## src/rtl/univ_shift_reg.sv

```systemverilog
// Universal shift register: hold, shift, rotate, arithmetic shift right and parallel load.
// A saturating shift counter with a done flag frames one WIDTH-bit word.
module univ_shift_reg #(
    parameter int WIDTH = 8,
    parameter int CNT_W = $clog2(WIDTH + 1)
) (
    input  logic             clk,
    input  logic             reset,
    input  logic             clear_n,
    input  logic             en,
    input  logic [2:0]       mode,
    input  logic [WIDTH-1:0] d,
    input  logic             sin_r,
    input  logic             sin_l,
    output logic [WIDTH-1:0] q,
    output logic             sout_l,
    output logic             sout_r,
    output logic [CNT_W-1:0] shift_cnt,
    output logic             done
);

    localparam logic [2:0] MODE_HOLD = 3'b000;
    localparam logic [2:0] MODE_SHL  = 3'b001;
    localparam logic [2:0] MODE_SHR  = 3'b010;
    localparam logic [2:0] MODE_ROL  = 3'b011;
    localparam logic [2:0] MODE_ROR  = 3'b100;
    localparam logic [2:0] MODE_LOAD = 3'b101;
    localparam logic [2:0] MODE_ASR  = 3'b110;

    localparam logic [CNT_W-1:0] CNT_MAX = CNT_W'(WIDTH);

    logic [WIDTH-1:0] shl, shr, rol, ror, asr;
    logic [WIDTH-1:0] q_next;
    logic [CNT_W-1:0] cnt_next;
    logic             done_next;
    logic             is_shift;

    // A single-bit register has no interior slice, so its shifted forms are built separately.
    if (WIDTH == 1) begin : g_one
        assign shl = sin_r;
        assign shr = sin_l;
        assign rol = q;
        assign ror = q;
        assign asr = q;
    end else begin : g_wide
        assign shl = {q[WIDTH-2:0], sin_r};
        assign shr = {sin_l, q[WIDTH-1:1]};
        assign rol = {q[WIDTH-2:0], q[WIDTH-1]};
        assign ror = {q[0], q[WIDTH-1:1]};
        assign asr = {q[WIDTH-1], q[WIDTH-1:1]};
    end

    always_comb begin
        q_next    = q;
        cnt_next  = shift_cnt;
        done_next = done;
        is_shift  = 1'b0;
        case (mode)
            MODE_HOLD: ;
            MODE_SHL: begin q_next = shl; is_shift = 1'b1; end
            MODE_SHR: begin q_next = shr; is_shift = 1'b1; end
            MODE_ROL: begin q_next = rol; is_shift = 1'b1; end
            MODE_ROR: begin q_next = ror; is_shift = 1'b1; end
            MODE_ASR: begin q_next = asr; is_shift = 1'b1; end
            MODE_LOAD: begin
                q_next    = d;
                cnt_next  = '0;
                done_next = 1'b0;
            end
            default: ;
        endcase
        if (is_shift) begin
            if (shift_cnt != CNT_MAX) begin
                cnt_next = shift_cnt + CNT_W'(1);
            end
            done_next = (cnt_next == CNT_MAX);
        end
    end

    always_ff @(posedge clk) begin
        if (reset || !clear_n) begin
            q         <= '0;
            shift_cnt <= '0;
            done      <= 1'b0;
        end else if (en) begin
            q         <= q_next;
            shift_cnt <= cnt_next;
            done      <= done_next;
        end
    end

    assign sout_l = q[WIDTH-1];
    assign sout_r = q[0];

endmodule

```

## config.mk

```make
export PLATFORM = sky130hd
export DESIGN_NAME = univ_shift_reg
export DESIGN_NICKNAME = d
export VERILOG_FILES = /design/src/rtl/univ_shift_reg.sv
export SDC_FILE = /design/constraint.sdc
export NUM_CORES = 1
export LEC_CHECK = 0
export CAP_MARGIN = 15
export CELL_PAD_IN_SITES_DETAIL_PLACEMENT = 0
export CELL_PAD_IN_SITES_GLOBAL_PLACEMENT = 1
export CORE_ASPECT_RATIO = 0.8
export CORE_MARGIN = 10
export CORE_UTILIZATION = 35
export CTS_BUF_LIST = sky130_fd_sc_hd__clkbuf_4 sky130_fd_sc_hd__clkbuf_8
export DETAILED_ROUTE_END_ITERATION = 8
export PLACE_DENSITY_LB_ADDON = 0.15
export REMOVE_ABC_BUFFERS = 1
export SLEW_MARGIN = 5
export SYNTH_ARGS = -nofsm -noshare
export SYNTH_HDL_FRONTEND = slang
export SYNTH_SLANG_ARGS = --single-unit
```

## constraint.sdc

```tcl
create_clock -name clk -period 2.14 [get_ports clk]
set_input_delay 0.428 -clock clk [delete_from_list [all_inputs] [get_ports clk]]
set_output_delay 0.428 -clock clk [all_outputs]
set_load 0.01 [all_outputs]
```

# --- Yosys cells after proc, flatten, opt, wreduce, memory -nomap -nowiden ---
# Cells that the tools add are included.
# Widths: inputs -> output; s select.
totals:
  romBits: 0
  n_memories: 0
  output_inout_bits: 15
  latchBits: 0
  wordCells: 31
  regBits: 13
  ramBits: 0
op_classes:
  add_sub_neg: 1
  n_lt_le_gt_ge: 0
  n_reduce_logical: 9
  eq_ne: 8
  bitwise_logic: 1
  div: 0
  n_shift: 0
  multipliers: 0
  n_mux: 8
op_table:
  columns: ["op", "count"]
  rows:
  - ["$pmux 8 s6", 1]
  - ["$mux 4", 4]
  - ["$eq 3x3->1 const B", 3]
  - ["$eq 3x2->1 const B", 2]
  - ["$reduce_bool 6->1", 1]
  - ["$reduce_bool 5->1", 1]
  - ["$reduce_or 5->1", 1]
  - ["$add 4x1->4 const B", 1]
  - ["$eq 4x4->1 const B", 1]
  - ["$ne 4x4->1 const B", 1]
  - ["$reduce_and 2->1", 2]
  - ["$eq 3x1->1 const B", 1]
  - ["$mux 1", 3]
  - ["$reduce_and 3->1", 1]
  - ["$reduce_bool 2->1", 1]
  - ["$logic_not 1->1", 1]
  - ["$logic_or 1x1->1", 1]
  - ["$not 1->1", 1]

# --- Logic depth before layout (Yosys ltp) ---
depth:
  depth_word: 6
  mapped_depth: 6

# --- Worst setup path before layout ---
# No wires, ideal clock.
synth_timing:
  kind: "input -> register"
  start: "input port mode[1]"
  end: "register shift_cnt[1]"
  t_arrival_ns: 1.361
  setup_ns: 0.117
  path_slack_ns: 0.661
  path_buffers: 2
  path_stages: 6
  path_cell_list: "buf_6 -> or3_4 -> buf_6 -> and3_4 -> a22oi_1 -> nor2_1"
synth_between:
  elab_chain_cells: 5
  elab_cells_between_ends: 12
  cone_classes: "eq/ne (6); mux (5); reduce/logical (1)"
synth_rtl:
  columns: ["element", "line", "source"]
  rows:
  - ["start: declaration", "11", "input logic [2:0] mode,"]
  - ["$eq 3x3->1", "58", "case (mode)"]
  - ["$mux 4", "58", null]
  - ["$mux 4", "73", "if (shift_cnt != CNT_MAX) begin"]
  - ["$mux 4", "72", "if (is_shift) begin"]
  - ["$mux 4 (*)", "72", null]
  - ["end signal: assignment", "87", "shift_cnt <= cnt_next;"]
  - ["end: declaration", "18", "output logic [CNT_W-1:0] shift_cnt,"]
# Every way passes the cells marked *; elsewhere a longest branch is shown, timed or not. The select of a mux whose other input is x is not followed.
# A chain may end at the register's enable or synchronous reset.

# --- Worst setup path after layout ---
layout_timing:
  start: "input port mode[1]"
  end: "register q[2]"
layout_between:
  elab_chain_cells: 3
  elab_cells_between_ends: 9
  cone_classes: "eq/ne (6); mux (1); reduce/logical (2)"
layout_rtl:
  columns: ["element", "line", "source"]
  rows:
  - ["$eq 3x3->1, or another cell as far along", "58", null]
  - ["$reduce_bool 6->1 (no source line)", null, null]
  - ["$reduce_and 2->1 (no source line)", null, null]
  - ["end signal: assignment", "86", "q <= q_next;"]
  - ["end: declaration", "15", "output logic [WIDTH-1:0] q,"]
# Several ways; a longest one is shown, not always the timed one.

==> results.py <==
metrics = {
    "sta": {
        "min_period_ns": 1.80,
        "finalHoldViolCount": 0,
        "finalSetupViolCount": 0,
        "max_freq_ghz": 0.556,
        "clock_skew_ns": 0.00273,
        "max-slew-margin-rel": 0.629,
        "final.setup.tns_ns": 0,
        "worstMarginPinSlew_ns": 0.555,
        "fin_crit_sh": 0.840,
        "rsz0062_at_grt": "false",
        "maxSlewViolCount": 0,
    },
    "synthesis": {
        "synth_top_flop_cell": "dfxtp_1",
        "ys_ff_latch": 13,
        "syn-cell-area_sq_um": 855,
        "synth_top_area_cell": "dfxtp_1",
        "synth_commonest_cells": "dfxtp_1 (13), a21oi_1 (12), o21ai_0 (9)",
        "ys_types": 36,
        "synth_top_area_frac": 0.305,
        "yosysWarnings": 0,
        "ys_async_sr_fraction": 0,
        "synth_most_common_cell": "dfxtp_1",
        "synth.area.top_cells": "dfxtp_1 (30%), a21oi_1 (7.0%), a22oi_1 (6.1%)",
        "avgSynthCellArea_sq_um": 8.30,
        "yosysSeqAreaShare": 0.305,
        "synth_edf_count": 0,
        "syn_inst": 103,
    },
    "placement": {
        "dp_hpwl_microns": 1900,
        "gp_congestion": 0.756,
        "port_buffers": 31,
        "placedInstanceArea_sq_um": 1160,
    },
    "detailed_routing": {
        "via_count": 877,
        "drc": 0,
        "wl_microns": 2430,
        "vias_per_cell": 5.55,
        "drt_iter0_markers": 58,
        "first_pass_iters": 4,
        "wl_per_cell_microns": 15.4,
        "ant_nets": 0,
    },
    "worst_setup_path": {
        "cpMaxStageDelayCell": "clkdlybuf4s50_1",
        "start_kind": "input pin",
        "end_kind": "register",
        "required_ns": 2.36,
        "path_max_fanout": 10,
        "crit_chain": "clkdlybuf4s50_1, nand3_1, nor2b_1, o21ai_0, a31oi_1",
        "max_stage_delay_ns": 0.56,
        "cp.buffers_inverters": 1,
        "arrival_ns": 2.02,
        "crit_family": "simple AND/OR/NAND/NOR gates",
        "worstSetupPathType": "input pin to register",
    },
    "final_layout": {
        "area_growth_pct": 38.5,
        "fin_nets": 153,
        "antennaDiodeCount": 0,
        "drive_above_1_share": 0.0977,
        "fillers": 239,
        "fin_area_sq_um": 1180,
    },
    "power": {
        "clock_power_share": 0.297,
        "p_leak_nw": 0.415,
        "swShare": 0.292,
        "internal-power_mw": 0.387,
        "seqPwrFrac": 0.469,
        "power_switching_mw": 0.159,
        "combPwrFrac": 0.233,
        "max-vdd-ir-drop_mv": 0.299,
        "p_per_area_nw_per_um2": 462,
    },
    "clock_tree": {
        "clk_pin_slew_ns": 0.09,
        "cts_hold_buf": 0,
        "ctsResizeCount": 0,
        "cts_inserted_buffers": 3,
        "clock_sinks": 13,
        "ctsLongestPathBuffers": 2,
        "clock_latency_ns": 0.29,
        "root_buffer": "clkbuf_4",
        "cts_tree": "done",
        "post_cts_buffers": 0,
        "htreeDepth": 1,
    },
    "die": {
        "die_area_sq_um": 4830,
        "die_w_microns": 75.2,
        "ios": 32,
        "start_util": 0.383,
        "rows": 15,
        "die_h_microns": 64.2,
        "core_area_sq_um": 2230,
    },
    "global_routing": {
        "grt_max_degree": 11,
        "antenna_found_initial": 0,
        "grt_first_pass_wirelength_microns": 3860,
        "grtUsageTotal": 0.0999,
        "first_global_vias": 815,
        "grt_remaining_overflow": 0,
    },
    "flow_run": {
        "max-cap-violations": 0,
    },
    "run_status": {
        "status": "complete, no violations",
    },
    "min_path": {
        "hold_class": "register to register",
    },
}
-- path summary, 6_finish.rpt --
path	depth (start not counted)	slack, ns	startpoint	endpoint
worst min register to register	2	0.50	done	done
worst max register to register	4	0.62	shift_cnt[0]	done
worst max-delay path	5	0.34	mode[1]	q[2]
worst min-delay path	2	0.50	done	done
-- routing by layer --
metal / track usage / wire, microns / part of all wire / up-vias
met5: 0 / 0 / 0 / -
li1: - / - / - / 440
met1: 0.130 / 1180 / 0.48 / 407
met4: 0.0208 / 19 / 0.0078 / 0
met2: 0.137 / 968 / 0.40 / 27
met3: 0.0602 / 265 / 0.11 / 3
-- flip-flops by register name, indices dropped and copies added (netlist names) --
signal	count
shift_cnt	4
done	1
q	8
-- worst min-delay path, cell delays in order, from the launching register on --
cell and delay [ns]:
dfxtp_1 0.32, nand3_1 0.08, o31ai_2 0.06
-- stage by stage --
| step | std cells | setup WS [ns] | power, mW | hold slack (ns) | utilization |
|---|---|---|---|---|---|
| floorplan | 94 | 0.716 | 0.316 | 0.504 | - |
| global placement | 154 | 0.0233 | 0.390 | 0.481 | 0.518 |
| detailed placement | 154 | 0.00430 | 0.390 | 0.494 | 0.518 |
| CTS | 158 | 0.355 | 0.555 | 0.506 | 0.530 |
| global route | 158 | 0.117 | 0.577 | 0.531 | 0.530 |
| finish | 158 | 0.342 | 0.547 | 0.499 | 0.530 |
-- area by class of cell --
| type | count | area [sq um] | share of cell area |
|---|---|---|---|
| flip-flops and latches | 13 | 260 | 0.220 |
| clock inverters | 1 | 5.00 | 0.00423 |
| repair buffers | 35 | 340 | 0.288 |
| well taps | 25 | 31.3 | 0.0264 |
| multi-input cells | 78 | 513 | 0.433 |
| clock buffers | 3 | 22.5 | 0.0190 |
| inverters | 3 | 11.3 | 0.00951 |
-- cell families (layout without fill, tap and decap cells) --
group / after synthesis / in the layout / share of synthesized area
mux: 2 / 2 / 0.0249
flops: 13 / 13 / 0.305
buf+inv: 12 / 42 / 0.0952
xor+xnor: 2 / 2 / 0.0205
compound gates: 39 / 39 / 0.287
fa+ha+maj: 2 / 2 / 0.0293
simple gates: 33 / 33 / 0.239
-- power by group through the flow --
stage               Clock (mW)  Combinational [mW]  Sequential, mW
floorplan                    0              0.0515           0.264
global placement             0               0.128           0.262
detailed placement           0               0.128           0.262
CTS                      0.170               0.128           0.257
global route             0.179               0.140           0.258
finish                   0.163               0.127           0.257
-- layout by cell type, fill, tap and decap left out, drive strengths merged --
master         synthesis  final
a21o                   1      1
a21oi                 12     12
a221o                  1      1
a221oi                 1      1
a22o                   1      1
a22oi                  7      7
a31oi                  4      4
and2b                  1      1
and3                   1      1
and3b                  1      1
buf                    9      4
clkbuf                 0      3
clkdlybuf4s50          0     31
clkinv                 0      1
dfxtp                 13     13
ha                     2      2
inv                    3      3
mux2                   1      1
mux2i                  1      1
nand2                  7      7
nand2b                 1      1
nand3                  7      7
nand3b                 2      2
nand4                  2      2
nand4b                 1      1
nor2                   4      4
nor2b                  3      3
nor3b                  1      1
o21a                   1      1
o21ai                  9      9
o31ai                  2      2
or3                    2      2
xnor2                  2      2
No activity file was read; power rests on OpenSTA's default activity.
